$ cat src/rtl/ecc_ser.sv
// Serializer for extended-Hamming code words: one-word holding register feeding a
// shift engine with start-of-frame marker, serial-valid qualifier and fixed idle gap.
//
// state    | meaning
// ---------+--------------------------------------------------------------
// ST_IDLE  | no frame in flight; loads as soon as the holding register fills
// ST_SHIFT | frame bits on sdo_o, bit_cnt tracks the bit currently presented
// ST_GAP   | forced idle between frames, gap_cnt counts down to zero

module ecc_ser #(
   parameter int K         = 26,
   parameter bit LSB_FIRST = 1'b1,
   parameter int GAP       = 0,
   parameter int CNT_W     = 16,
   // fixed point of m = clog2(K+1+m), reached in three iterations for any practical K
   localparam int M        = $clog2(K + 1 + $clog2(K + 1 + $clog2(K + 1))),
   localparam int W        = M + K + 1
) (
   input  logic             clk_i,
   input  logic             rst_ni,
   input  logic             clkena_i,
   input  logic [W-1:0]     d_i,
   input  logic             valid_i,
   output logic             ready_o,
   output logic             sdo_o,
   output logic             sval_o,
   output logic             sof_o,
   output logic             busy_o,
   output logic [CNT_W-1:0] frame_cnt_o
);

   localparam int              BC_W     = $clog2(W);
   localparam logic [BC_W-1:0] LAST_BIT = BC_W'(W - 1);
   localparam logic [7:0]      GAP_LOAD = 8'((GAP > 0) ? GAP - 1 : 0);

   typedef enum logic [1:0] {ST_IDLE, ST_SHIFT, ST_GAP} state_t;

   state_t          state;
   logic [W-1:0]    hr;
   logic [W-1:0]    sreg;
   logic            hr_full;
   logic [BC_W-1:0] bit_cnt;
   logic [7:0]      gap_cnt;
   logic            last_bit;
   logic            gap_done;
   logic            load;

   assign last_bit = (state == ST_SHIFT) && (bit_cnt == LAST_BIT);
   assign gap_done = (state == ST_GAP) && (gap_cnt == 8'd0);
   assign load     = hr_full && ((state == ST_IDLE) || (last_bit && (GAP == 0)) || gap_done);
   assign ready_o  = ~hr_full & clkena_i;
   assign busy_o   = (state != ST_IDLE);

   function automatic logic head(input logic [W-1:0] v);
      return LSB_FIRST ? v[0] : v[W-1];
   endfunction

   // sreg holds only the bits not yet presented, so the next bit is always at the head
   function automatic logic [W-1:0] advance(input logic [W-1:0] v);
      return LSB_FIRST ? (v >> 1) : (v << 1);
   endfunction

   always_ff @(posedge clk_i or negedge rst_ni) begin
      if (!rst_ni) begin
         state       <= ST_IDLE;
         hr          <= '0;
         hr_full     <= 1'b0;
         sreg        <= '0;
         bit_cnt     <= '0;
         gap_cnt     <= '0;
         sdo_o       <= 1'b0;
         sval_o      <= 1'b0;
         sof_o       <= 1'b0;
         frame_cnt_o <= '0;
      end else if (clkena_i) begin
         if (load) begin
            hr_full <= 1'b0;
         end else if (valid_i && ready_o) begin
            hr      <= d_i;
            hr_full <= 1'b1;
         end

         if (last_bit) begin
            frame_cnt_o <= frame_cnt_o + 1'b1;
         end

         if (load) begin
            state   <= ST_SHIFT;
            bit_cnt <= '0;
            sreg    <= advance(hr);
            sdo_o   <= head(hr);
            sval_o  <= 1'b1;
            sof_o   <= 1'b1;
         end else begin
            case (state)
               ST_SHIFT: begin
                  if (last_bit) begin
                     state   <= (GAP > 0) ? ST_GAP : ST_IDLE;
                     gap_cnt <= GAP_LOAD;
                     sdo_o   <= 1'b0;
                     sval_o  <= 1'b0;
                     sof_o   <= 1'b0;
                  end else begin
                     bit_cnt <= bit_cnt + 1'b1;
                     sreg    <= advance(sreg);
                     sdo_o   <= head(sreg);
                     sof_o   <= 1'b0;
                  end
               end
               ST_GAP: begin
                  if (gap_done) begin
                     state <= ST_IDLE;
                  end else begin
                     gap_cnt <= gap_cnt - 1'b1;
                  end
               end
               default: ;
            endcase
         end
      end
   end

endmodule

$ cat config.mk
export PLATFORM = sky130hd
export DESIGN_NAME = ecc_ser
export DESIGN_NICKNAME = d
export VERILOG_FILES = /design/src/rtl/ecc_ser.sv
export SDC_FILE = /design/constraint.sdc
export NUM_CORES = 1
export LEC_CHECK = 0
export CORE_MARGIN = 2
export CORE_UTILIZATION = 34
export DETAILED_ROUTE_END_ITERATION = 8
export GPL_TIMING_DRIVEN = 0
export PLACE_DENSITY = 0.56
export SYNTH_ARGS = -nofsm -noshare
export SYNTH_HDL_FRONTEND = slang
export SYNTH_SLANG_ARGS = --single-unit
$ cat constraint.sdc
create_clock -name clk_i -period 1.8 [get_ports clk_i]
set_input_delay 0.45 -clock clk_i [delete_from_list [all_inputs] [get_ports clk_i]]
set_output_delay 0.45 -clock clk_i [all_outputs]
set_load 0.1 [all_outputs]
Word-level counts from Yosys, hierarchy flattened
Cells that the tools add are included.
{"block": "word_totals", "word_cells": 69, "reg_bits": 99, "in_bits": 36}
{"block": "op_classes", "bitwise": 3, "muxes": 23, "add_sub_neg": 3, "reduce_logical": 22, "eq_ne": 8}
{"cell": "$mux W32", "count": 3}
{"cell": "$add A16 B1 Y16 const B", "count": 1}
{"cell": "$mux W8", "count": 2}
{"cell": "$pmux W8 S2", "count": 1}
{"cell": "$mux W5", "count": 3}
{"cell": "$mux W1", "count": 10}
{"cell": "$reduce_bool A2 Y1", "count": 5}
{"cell": "$reduce_and A3 Y1", "count": 3}
{"cell": "$logic_not A8 Y1", "count": 1}
{"cell": "$sub A8 B1 Y8 const B", "count": 1}
{"cell": "$mux W2", "count": 3}
{"cell": "$ne A3 B3 Y1 const B", "count": 2}
{"cell": "$reduce_and A2 Y1", "count": 3}
{"cell": "$add A5 B1 Y5 const B", "count": 1}
{"cell": "$eq A5 B5 Y1 const B", "count": 1}
{"cell": "$reduce_and A5 Y1", "count": 1}
{"cell": "$logic_and A1 B1 Y1", "count": 4}
{"cell": "$ne A2 B2 Y1 const B", "count": 2}
{"cell": "$pmux W2 S2", "count": 1}
{"cell": "$reduce_and A4 Y1", "count": 1}
{"cell": "$reduce_bool A3 Y1", "count": 1}
{"cell": "$eq A2 B1 Y1 const B", "count": 1}
{"cell": "$eq A2 B2 Y1 const B", "count": 1}
{"cell": "$logic_not A2 Y1", "count": 1}
{"cell": "other kinds (4)", "count": 6}

Logic depth before layout (Yosys ltp)
{"block": "depth", "word_depth": 7, "ltp_mapped": 9, "mapped_depth_nobuf": 7}

Worst setup path after synthesis
No wires, ideal clock.
{"block": "synth_timing", "kind": "input port to output port", "startpoint": "input clkena_i", "endpoint": "output ready_o", "t_arrival_ns": 2.283, "path_buffers": 2, "path_slack_ns": -0.933, "required_ns": 1.350, "cell_stages": 3, "path_cell_list": "buf_2 clkbuf_1 nor2b_1"}
{"block": "synth_via", "elab_chain_len": 1}
{"element": "from (decl)", "line_no": "21", "source": "input logic clkena_i,"}
{"element": "$and A1 B1 Y1", "line_no": "51", "source": "assign ready_o = ~hr_full & clkena_i;"}
{"element": "to (decl)", "line_no": "24", "source": "output logic ready_o,"}
No other way between the ends.

Worst setup path after layout
{"block": "layout_timing", "startpoint": "register bit_cnt[1]", "endpoint": "register sreg[23]"}
{"block": "layout_via", "elab_chain_len": 7, "word_cells_on_any_way": 9, "classes_between": "eq/ne: 2; mux: 1; reduce/logical: 6"}
{"element": "from (decl)", "line_no": "42", "source": "logic [BC_W-1:0] bit_cnt;"}
{"element": "from (signal assigned)", "line_no": "104", "source": "bit_cnt <= bit_cnt + 1'b1;"}
{"element": "$eq A5 B5 Y1 (*)", "line_no": "48", "source": "assign last_bit = (state == ST_SHIFT) && (bit_cnt == LAST_BIT);"}
{"element": "$logic_and A1 B1 Y1 (*)", "line_no": "48"}
{"element": "$logic_or A1 B1 Y1 (2 in a row)", "line_no": "50", "source": "assign load = hr_full && ((state == ST_IDLE) || (last_bit && (GAP == 0)) || gap_done);"}
{"element": "$logic_and A1 B1 Y1", "line_no": "50"}
{"element": "$ne A2 B1 Y1 (no source line) / $reduce_bool A2 Y1 (equally long branches)"}
{"element": "$reduce_and A3 Y1 (no source line)"}
{"element": "to (signal assigned)", "line_no": "90", "source": "sreg <= advance(hr);"}
{"element": "to (signal assigned)", "line_no": "105", "source": "sreg <= advance(sreg);"}
{"element": "to (decl)", "line_no": "40", "source": "logic [W-1:0] sreg;"}
Mark *: on every way between the ends. The rest lies on a longest branch, timed or not.
A chain may end at the register's enable or synchronous reset.

==> results.md <==
- Outcome: complete, but fails checks
- Failing checks: setup timing
- Antenna-violating nets left: 0
- Largest family of logic cells by synthesized area: compound AO/OA/AOI/OAI gates
- Maximum capacitance violations: 0
- Root Driver: clkbuf_8
- Final Cell Area: 5110 um^2
- Tmin final: 1880 ps
- Max Freq: 532 MHz
- Area delta synth->final: 37.4%
- Post-synthesis sequential element count: 88
- DRT iter0 DRCs: 95
- Synth Area in Adders: 1.01%
- Async set-reset flop share out of synthesis: 100%
- Worst-path clk slew: 80 ps
- Cell Chain, Critical Path: ha_2 > and3_4 > ha_4 > and2b_4 > nor2_4 > buf_12 > buf_12 > o22ai_2 > o21ai_1
- Slew margin rel.: 62.4%
- # DRC: 0
- Final period util: 104%
- Syn avg cell area: 12.1 um^2
- Critical Path Start: bit_cnt[1]
- Worst Path Required: 2040 ps
- Final WL: 7940 um
- Die footprint: 11800 um^2
- Area of placed instances: 4520 um^2
- H-tree depth: 3
- Worst VDD drop: 0.636 mV
- Power per cell area: 1090 nW/um^2
- WL/cell: 14.8 um
- DR vias: 2643
- CP Capture Type: flop
- DIE WIDTH: 109 um
- I/O pin cnt: 57
- Metal1 wirelength: 3700 um
- Clk sink count: 88
- Final core occ: 47.5%
- Final HPWL DP: 5040 um
- Family with the most delay on the worst path: simple AND/OR/NAND/NOR gates
- Vias in the first global route: 2602
- Starting Density: 34.6%
- Ys flop type: dfrtp_1
- Yosys warns: 0
- Final Non-Filler Cells: 536
- Post-layout net count: 430
- EDFF count, synth: 0
- Cts bufs inserted: 9
- Worst-path maximum fanout: 10
- Synth Area in Simple Gates: 9.73%
- Yosys cell types: 38
- Filler cells: 999
- Final hold vios: 0
- Max Used Layer: met4
- RSZ-0062 raised after global routing: true
- Crit path DAT: 2120 ps
- Total gr overflow: 0
- Routed wl met3: 362 um
- Tightest Pin Transition: 566 ps
- Slowest CP cell: dfrtp_1
- Largest stage delay, worst path: 400 ps
- CTS tree: built
- Compound-gate portion of the synthesized area: 11.6%
- Netlist Area Pre-Place: 3720 um^2
- Reg-to-Reg Start: bit_cnt[1]
- Mux contribution to synthesized area: 11.1%
- Initial antenna violation count: 0
- Final count of negative-setup-slack endpoints: 33
- Inserted Diodes: 0
- Final worst setup slack: -78.6 ps
- Later-pin clock latency in the skew report: 350 ps
- Reg area: 2220 um^2
- Hold Path Class: in -> async
- Reg2Reg Setup Slack: -80 ps
- Port bufs: 55
- CP most frequent cell: buf_12
- CP bufs+invs: 2
- Clock buffer depth: 2
- Total track usage: 13.8%
- Avg Vias per Cell: 4.93
- Met2 WL: 3790 um
- Synth Area in XOR/XNOR: 3.77%
- Clock skew: 6.57 ps
- GPL Wtd Cong: 0.737
- Startpoint Class: flop
- Syn Inst Count: 307
- Max Slew Vio Count: 0
- Multi-input gate area: 1570 um^2
- Kind of critical path: reg -> reg
- Register area share after synthesis: 59.3%
- P_leak: 2.29 nW
- Pin count of the biggest net entering global routing: 60
- First-pass GRT wire length: 12600 um
- DP Cell Count: 503
- Core area: 10700 um^2
- Die height: 109 um
- Fraction of layout instances using a drive strength above 1: 37.6%
- DRT Pass-1 Iters: 4
- Std-Cell Rows: 38
- Post-synth net total: 346
## path summary, 6_finish.rpt
check,to,depth (start not counted)
max reg2reg,sreg[23],9
max in group asynchronous,sreg[16],2
min reg2reg,frame_cnt_o[15],1
min in group clk_i,frame_cnt_o[15],1
min,frame_cnt_o[7],1
max,sreg[23],9
## what timing repair did
item                                    in CTS  in global routing
hold buffers                                 0                  0
buffers inserted                            12                  3
endpoints found under the setup margin      61                 52
resized for setup                          103                 58
pin swaps                                    2                 10
hold endpoints to repair                     0                  0
cloned                                       2                  1
## state kept, by name, indices dropped and copies added, names as in the netlist
name,flops
bit_cnt,5
hr,32
hr_full,1
state,1
sreg,31
sdo_o,1
sof_o,1
frame_cnt_o,16
## per-stage QoR
| step | total power, mW | TNS [ps] | worst slack (ps) | hold WS [ps] |
|---|---|---|---|---|
| 2_1_floorplan | 3.50 | 0 | 0.803 | 154 |
| 3_3_place_gp | 3.80 | -277760 | -3570 | 461 |
| 3_5_place_dp | 3.85 | -14350 | -809 | 418 |
| 4_1_cts | 5.48 | -2300 | -102 | 26.5 |
| 5_1_grt | 5.85 | -4140 | -170 | 35.2 |
| 6_report | 5.55 | -1750 | -78.6 | 30.1 |
## cell type report
type	count	share of cell area [%]
Buffer	18	3.38
Clock inverter	4	1.49
Tap cell	140	3.43
Clock buffer	12	3.04
Multi-Input combinational cell	197	30.8
Inverter	3	0.221
Timing Repair Buffer	74	14.1
Sequential cell	88	43.5
## layout by cell type, fill, tap and decap left out, drive strengths merged
cell            n
a21boi          1
a21oi           3
a22o            4
a2bb2oi         1
a32o            1
a32oi           1
and2b           1
and3            4
buf            43
bufinv          2
clkbuf         18
clkdlybuf4s15   6
clkdlybuf4s18   4
clkdlybuf4s50  33
clkinv          1
clkinvlp        1
dfrtp          88
ha              3
inv             3
mux2           33
mux2i           4
nand2          41
nand3          10
nand4           2
nor2            5
nor2b           1
nor3            2
nor4            2
o211ai          1
o21a            1
o21ai          33
o22ai          26
or2             1
xnor2          12
xor2            4
## Yosys cell counts (2+ instances only)
library cell | n | share of area (%)
buf_6 | 2 | 0.61
nand2_1 | 41 | 4.1
o21ai_1 | 16 | 2.2
mux2_2 | 28 | 8.5
o22ai_1 | 26 | 4.4
inv_1 | 2 | 0.20
xor2_1 | 4 | 0.94
nor3_1 | 2 | 0.27
dfrtp_1 | 88 | 59
a22o_1 | 4 | 0.94
buf_2 | 6 | 0.81
xnor2_1 | 12 | 2.8
nor2_1 | 4 | 0.40
ha_1 | 3 | 1.0
and3_1 | 4 | 0.67
o21ai_0 | 16 | 2.2
a21oi_1 | 3 | 0.40
clkbuf_1 | 4 | 0.40
mux2i_1 | 4 | 1.1
mux2_1 | 5 | 1.5
buf_4 | 7 | 1.4
nand3_1 | 9 | 1.2
nor4_4 | 2 | 1.1
## routing by layer
layer  up-vias  global-route usage, %
li1       1257                      -
met1      1319                   18.0
met2        59                   22.3
met3         8                   3.98
met4         0                   4.12
met5         -                      0
## power by group
group	switching, mW	internal [mW]
Clock	0.687	0.861
Combinational	0.473	0.664
Sequential	0.366	2.50
## logic make-up after synthesis
kind of cell,after synthesis
and+or+nand+nor,69
xor gates and xnor gates,16
adders and majority gates,3
buffers and inverters,22
muxes,37
DFF,88
AOI/OAI and AO/OA,72
## worst reg2reg max path, stage by stage, from the launching register on
cell	delay, ps
dfrtp_1	400
ha_2	190
and3_4	150
ha_4	180
and2b_4	300
nor2_4	50
buf_12	140
buf_12	150
o22ai_2	150
o21ai_1	80
No activity file was read; power rests on OpenSTA's default activity.
